==> config.mk <==
export PLATFORM = sky130hd
export DESIGN_NAME = serial_subtractor
export DESIGN_NICKNAME = d
export VERILOG_FILES = /design/src/rtl/serial_subtractor.sv
export SDC_FILE = /design/constraint.sdc
export NUM_CORES = 1
export LEC_CHECK = 0
export ABC_AREA = 1
export CORE_UTILIZATION = 30
export DETAILED_ROUTE_END_ITERATION = 10
export GPL_TIMING_DRIVEN = 0
export HOLD_SLACK_MARGIN = 0.08
export PLACE_DENSITY = 0.62
export SYNTH_ARGS = -nofsm -noshare
export SYNTH_HDL_FRONTEND = slang
export SYNTH_SLANG_ARGS = --single-unit
==> constraint.sdc <==
create_clock -name CLK -period 3.4 [get_ports CLK]
set_input_delay 1.02 -clock CLK [delete_from_list [all_inputs] [get_ports CLK]]
set_output_delay 1.02 -clock CLK [all_outputs]
set_load 0.1 [all_outputs]
==> src/rtl/serial_subtractor.sv <==
// Bit-serial subtractor: Z = X - Y - B_in, LSB first, one full-subtractor cell plus a borrow flop.
// Optional signed-overflow output V is built when SERIAL_SUB_OVF_EN is defined.
module serial_subtractor #(
    parameter int WIDTH = 4
) (
    input  logic             CLK,
    input  logic             RST,
    input  logic             start,
    input  logic [WIDTH-1:0] X,
    input  logic [WIDTH-1:0] Y,
    input  logic             B_in,
    output logic [WIDTH-1:0] Z,
    output logic             B_out,
    output logic             busy,
    output logic             done
`ifdef SERIAL_SUB_OVF_EN
    ,
    output logic             V
`endif
);

    localparam int CW = $clog2(WIDTH);

    typedef enum logic [1:0] {S_IDLE, S_RUN, S_DONE} state_t;

    state_t           r_state;
    state_t           w_next;
    logic [CW-1:0]    r_cnt;
    logic [WIDTH-1:0] r_xs;
    logic [WIDTH-1:0] r_ys;
    logic [WIDTH-2:0] r_rs;
    logic             r_b;
    logic             w_accept;
    logic             w_last;
    logic             w_d;
    logic             w_b_next;
    logic [WIDTH-1:0] w_res;
`ifdef SERIAL_SUB_OVF_EN
    logic             r_xmsb;
    logic             r_ymsb;
`endif

    // Full-subtractor cell: returns {borrow_out, difference}.
    function automatic logic [1:0] fsub(input logic a, input logic bb, input logic bi);
        return {(~a & bb) | (~(a ^ bb) & bi), a ^ bb ^ bi};
    endfunction

    always_ff @(posedge CLK) begin
        if (RST) r_state <= S_IDLE;
        else     r_state <= w_next;
    end

    always_comb begin
        w_next   = r_state;
        w_accept = 1'b0;
        w_last   = 1'b0;
        case (r_state)
            S_IDLE: begin
                if (start) begin
                    w_accept = 1'b1;
                    w_next   = S_RUN;
                end
            end
            S_RUN: begin
                if (r_cnt == CW'(WIDTH - 1)) begin
                    w_last = 1'b1;
                    w_next = S_DONE;
                end
            end
            S_DONE: begin
                if (start) begin
                    w_accept = 1'b1;
                    w_next   = S_RUN;
                end else begin
                    w_next = S_IDLE;
                end
            end
            default: w_next = S_IDLE;
        endcase
    end

    assign {w_b_next, w_d} = fsub(r_xs[0], r_ys[0], r_b);
    assign w_res           = {w_d, r_rs};
    assign busy            = (r_state == S_RUN);
    assign done            = (r_state == S_DONE);

    always_ff @(posedge CLK) begin
        if (RST) begin
            r_cnt <= '0;
            r_xs  <= '0;
            r_ys  <= '0;
            r_rs  <= '0;
            r_b   <= 1'b0;
            Z     <= '0;
            B_out <= 1'b0;
`ifdef SERIAL_SUB_OVF_EN
            r_xmsb <= 1'b0;
            r_ymsb <= 1'b0;
            V      <= 1'b0;
`endif
        end else if (w_accept) begin
            r_cnt <= '0;
            r_xs  <= X;
            r_ys  <= Y;
            r_rs  <= '0;
            r_b   <= B_in;
`ifdef SERIAL_SUB_OVF_EN
            r_xmsb <= X[WIDTH-1];
            r_ymsb <= Y[WIDTH-1];
`endif
        end else if (r_state == S_RUN) begin
            r_cnt <= r_cnt + CW'(1);
            r_xs  <= r_xs >> 1;
            r_ys  <= r_ys >> 1;
            r_rs  <= w_res[WIDTH-1:1];
            r_b   <= w_b_next;
            // Outputs change only on the completion edge so partial results never show.
            if (w_last) begin
                Z     <= w_res;
                B_out <= w_b_next;
`ifdef SERIAL_SUB_OVF_EN
                V     <= (r_xmsb != r_ymsb) & (w_d != r_xmsb);
`endif
            end
        end
    end

endmodule

==> results of run 1 <==
## flip-flops by register name (all words and copies together) (netlist names)
name and count:
B_out 1, Z 4, r_b 1, r_cnt 2, r_rs 3, r_state 2, r_xs 4, r_ys 4
## path summary, 6_finish.rpt
kind | startpoint | endpoint | slack, ps | cells after the start
max | r_state[1] | busy | 150 | 4
min | r_xs[3] | r_xs[3] | 470 | 2
max reg2reg | r_xs[0] | r_rs[2] | 2230 | 3
min reg2reg | r_xs[3] | r_xs[3] | 470 | 2
## kinds of logic after synthesis
kind of cell	after synthesis	share of synthesized area [%]
AO/OA/AOI/OAI	17	8.77
buffers and inverters	24	12.6
XOR/XNOR	1	0.903
AND/OR/NAND/NOR	64	31.0
flip-flops	21	43.4
adder cells (fa/ha/maj)	2	3.35
## stage by stage
step / worst slack [ps] / hold WS [ps] / util, % / cell area (um^2) / cells
6_report: 146 / 475 / 40.3 / 1230 / 195
5_1_grt: 22.5 / 501 / 40.3 / 1230 / 195
4_1_cts: 131 / 479 / 40.3 / 1230 / 195
3_5_place_dp: 499 / 462 / 39.5 / 1200 / 191
3_3_place_gp: 494 / 454 / 39.5 / 1200 / 191
2_1_floorplan: 695 / 434 / - / 970 / 129
## cells in the final DEF, fill, tap and decap left out
master | synthesis | final
a21oi_1 | 9 | 9
buf_6 | 4 | 4
clkbuf_1 | 0 | 1
clkbuf_4 | 0 | 3
clkdlybuf4s50_1 | 0 | 18
dfxtp_1 | 21 | 21
fa_1 | 1 | 1
ha_1 | 1 | 1
inv_1 | 17 | 17
inv_2 | 2 | 2
inv_4 | 1 | 1
nand2_1 | 27 | 27
nand2_2 | 2 | 2
nand2_4 | 2 | 2
nand3_1 | 11 | 11
nor2_1 | 19 | 19
nor2_2 | 1 | 1
nor2_4 | 1 | 1
nor2_8 | 1 | 1
o21ai_0 | 7 | 7
o21ai_1 | 1 | 1
xor2_1 | 1 | 1
## power by group
group | internal, uW | switching, uW | total (uW)
clock network | 45.7 | 72.8 | 119
registers | 258 | 5.86 | 264
logic | 39.3 | 55.1 | 94.4
## worst register-to-register path: cells and delay by family, from the launching register on
kind            cells  cell delay (ps)
compound gates      1              120
flops               1              350
simple gates        1               60
fa+ha+maj           1              570
## routing by layer
| metal | part of all wire [%] | vias up | wire (um) |
|---|---|---|---|
| met4 | 2.1 | 0 | 41 |
| met2 | 47 | 12 | 893 |
| met1 | 48 | 369 | 918 |
| met5 | 0 | - | 0 |
| li1 | - | 441 | - |
| met3 | 2.8 | 4 | 54 |
## final cells by class
| cell class | count | share of cell area [%] |
|---|---|---|
| multi-input cells | 84 | 34.7 |
| flip-flops and latches | 21 | 34.1 |
| plain buffers | 4 | 3.66 |
| repair buffers | 18 | 14.6 |
| clock buffers | 4 | 2.13 |
| inverters | 20 | 6.30 |
| well taps | 44 | 4.47 |
==> qor.yml, run 1 <==
hold_path_class: "flip-flop to flip-flop"
io-pin-count: 19
ir_drop_mv: 0.111
drive_above_1_share_pct: 11.3
regArea_um2: 420
clockRootBuffer: "clkbuf_4"
ant_nets: 0
grt_pass1_vias: 784
slew_headroom_pct: 35.1
clock_latency_ps: 300
groute.usage.overall_pct: 12.6
crit_top_cell: "inv_1"
setup_tns_ps: 0
synth-async-reset-ratio_pct: 0
die_y_um: 58.9
slew_violations: 0
crit_chain: "inv_1 > nand2_4 > inv_1 > clkdlybuf4s50_1"
grt_start_max_net_pins: 12
path_class: "flip-flop to primary output"
clockBufferDepth: 2
cts_tree: "yes"
avgViaCountPerCell: 4.24
start_kind: "flip-flop"
power_density_nw_per_um2: 388
rows: 20
top_usage_layer: "met2"
dp_hpwl_mm: 1.45
synth_largest_area_cell: "dfxtp_1"
drcViolationCount: 0
fin_total_pwr_uw: 477
avgRoutedWirePerCell_um: 9.78
setup_violations: 0
firstDrtPassIters: 4
clkTransAtPathRegs_ps: 120
slowest_delay_ps: 1160
synth_area_leaders: "dfxtp_1, nand2_1, nor2_1"
synth_nets: 143
critPathCaptureType: "primary output"
core_um2: 3050
drt_iter0_drc: 37
required_ps: 2380
fin_crit_ps: 3250
die_w_um: 58.9
fin_crit_sh_pct: 95.7
grt_setup_unrepaired: "false"
clock_skew_ps: 9.17
yosysWarnings: 0
postCtsSetupBuffers: 0
netlist.area_leader.share_pct: 43.4
io_buffer_count: 18
die_area_um2: 3460
syn_area_per_cell_um2: 7.52
cpMaxStageDelayCell: "clkdlybuf4s50_1"
fin_nets: 166
synth_cell_types: 19
start_util_pct: 31.8
diodes: 0
synth_ff_type: "dfxtp_1"
use_met2_pct: 20.6
hold_buffers: 0
cts_sinks: 21
yosys.cell_count.top_type: "nand2_1"
cts_made_buffers: 3
critPathTopFamily: "buffers and inverters"
synth_cells: 129
crit_arrival_ps: 2230
multi_input_area_um2: 427
areaGrowthSynthToFinish_pct: 27.0
grt_pass1_wl_mm: 3.26
synthTopCellsByCount: "nand2_1, dfxtp_1, nor2_1, inv_1, nand3_1"
wirelength_mm: 1.91
syn_area_um2: 970
dr_total_vias: 826
use_met3_pct: 1.54
path_max_fanout: 7
p_leak_uw: 0.000571
cts-resized-gates: 0
worst_slew_pin_slew_ps: 970
fmax_mhz: 307
status: "finished clean"
grt.overflow.total: 0
crit_buf_inv: 3
synth_edf_count: 0
antenna_found_initial: 0
max-cap-violations: 0
ys_ff_latch: 21
use_met1_pct: 15.5
fillCellCount: 324
gp_congestion: 0.777
final_hold_viol_count: 0
yosysSeqAreaShare_pct: 43.4
cts_max_level: 1
(Power assumes the default switching activity.)
==> inputs of run 2 (changes only) <==
--- a/config.mk
+++ b/config.mk
@@ -6,6 +6,7 @@
 export NUM_CORES = 1
 export LEC_CHECK = 0
 export ABC_AREA = 1
+export CORE_ASPECT_RATIO = 1.1
 export CORE_UTILIZATION = 30
 export DETAILED_ROUTE_END_ITERATION = 10
 export GPL_TIMING_DRIVEN = 0
==> run 2 against run 1 <==
Clock power is essentially flat. Sequential power about the same. Non-clock buffer count unchanged. Final area fell by 0.91%. Via count rose by 0.36%. Critical path type unchanged.
==> qor.yml, run 2 (synthesized netlist as in run 1, its figures left out) <==
clockRootBuffer: "clkbuf_4"
cts_sinks: 21  # unchanged
postCtsSetupBuffers: 0  # unchanged
groute.usage.overall_pct: 14.4  # +1.8 points
drt_iter0_drc: 17  # -54%
avgRoutedWirePerCell_um: 10.8  # +11%
ant_nets: 0  # unchanged
dp_hpwl_mm: 1.45  # about the same
r2r_start: "r_ys[0]"
start_util_pct: 31.5  # -0.22 points
slew_headroom_pct: 35.0  # -0.13 points
required_ps: 2380  # about the same
path_class: "flip-flop to primary output"
grt.overflow.total: 0  # unchanged
layout_common_cells: "nand2_1, dfxtp_1, nor2_1"
start_kind: "flip-flop"
ir_drop_mv: 0.231  # +110%
fin_crit_sh_pct: 95.4  # -0.29 points
crit_arrival_ps: 2220  # about the same
top_regs: "Z x4, r_xs x4, r_ys x4"
crit_path_start: "r_state[1]"
wirelength_mm: 2.01  # +5.1%
core_um2: 3070  # +0.70%
fin_area_um2: 1220  # -0.91%
drcViolationCount: 0  # unchanged
holdPathStages: 2  # unchanged
hold_buffers: 0  # unchanged
grt_setup_unrepaired: "false"
firstDrtPassIters: 4  # unchanged
cts_tree: "yes"
grt_pass1_vias: 839  # +7.0%
clock_skew_ps: 5.12  # -4.06 ps
crit_end: "busy"
gp_congestion: 0.717  # -7.7%
clockBufferDepth: 2  # unchanged
fmax_mhz: 308  # +0.30%
avgViaCountPerCell: 4.48  # +5.8%
p_leak_uw: 0.000574  # +0.48%
io_buffer_count: 18  # unchanged
io-pin-count: 19  # unchanged
cts_made_buffers: 3  # unchanged
dpl_cell_area_um2: 1190  # -1.0%
worst_slew_pin_slew_ps: 972  # +1.87 ps
die_y_um: 61.6  # +4.7%
regToRegEndpoint: "r_rs[2]"
power_density_nw_per_um2: 393  # +1.5%
status: "finished clean"
cts-resized-gates: 0  # unchanged
utilization_pct: 39.7  # -0.65 points
final_hold_viol_count: 0  # unchanged
critPathCaptureType: "primary output"
setup_tns_ps: 0  # unchanged
die_area_um2: 3460  # unchanged
areaGrowthSynthToFinish_pct: 25.8
clkTransAtPathRegs_ps: 110  # about the same
grt_pass1_wl_mm: 3.73  # +14%
cts_max_level: 1  # unchanged
setup_violations: 0  # unchanged
regToRegSetupSlack_ps: 2210  # -20 ps
drive_above_1_share_pct: 11.9  # +0.66 points
r2r_cells: 4  # +1
slew_violations: 0  # unchanged
grt_start_max_net_pins: 13  # +1
diodes: 0  # unchanged
clock_latency_ps: 310  # about the same
fin_crit_ps: 3240  # -9.79 ps
fin_nets: 166  # unchanged
max-cap-violations: 0  # unchanged
path_max_fanout: 7  # unchanged
die_w_um: 56.2  # -4.5%
final_common_cell: "nand2_1"
antenna_found_initial: 0  # unchanged
dr_total_vias: 829  # +0.36%
hold_path_class: "flip-flop to flip-flop"
rows: 21  # +5.0%
[run 2: cell types whose count changed in the layout (fill, tap and decap cells not counted)]
cell and change:
clkbuf_1 -1, clkinv_2 +1
[run 2: worst min-delay path by stage]
stage                   from        to  slack [ps]
detailed placement  r_cnt[1]  r_cnt[1]         470
global placement     r_xs[3]   r_xs[3]         450
floorplan            r_xs[3]   r_xs[3]         430
global route         r_rs[0]   r_rs[0]         500
finish                  Z[3]      Z[3]         480
CTS                 r_cnt[1]  r_cnt[1]         480
[run 2: through the flow]
step	std cells	worst slack, ps	hold slack, ps	total power, uW
6_report	185	156	483	480
5_1_grt	185	33.5	501	513
4_1_cts	185	152	483	487
2_1_floorplan	129	695	434	334
3_5_place_dp	181	526	466	366
3_3_place_gp	181	488	452	364
[run 2: where the power goes]
part           internal (uW)  switching [uW]  total, uW
combinational           39.4            55.8       95.2
sequential               258            5.97        264
clock                   43.9            76.2        120
[run 2: per-layer routing]
layer | global-route usage, % | routed length [um] | vias up
met5 | 0 | 0 | -
met4 | 8.36 | 45 | 0
met3 | 2.73 | 54 | 5
met2 | 25.2 | 981 | 12
met1 | 16.8 | 924 | 371
li1 | - | - | 441
[run 2: critical path, cell delays in order, from the launching register on]
cell and delay [ps]:
dfxtp_1 320, inv_1 160, nand2_4 140, inv_1 150
clkdlybuf4s50_1 1160
[run 2: cell type report]
type	count	area, um^2
Multi-Input combinational cell	84	427
Buffer	4	45.0
Timing Repair Buffer	18	180
Fill cell	325	1850
Inverter	20	77.6
Clock buffer	3	22.5
Sequential cell	21	420
Clock inverter	1	5.00
Tap cell	34	42.5
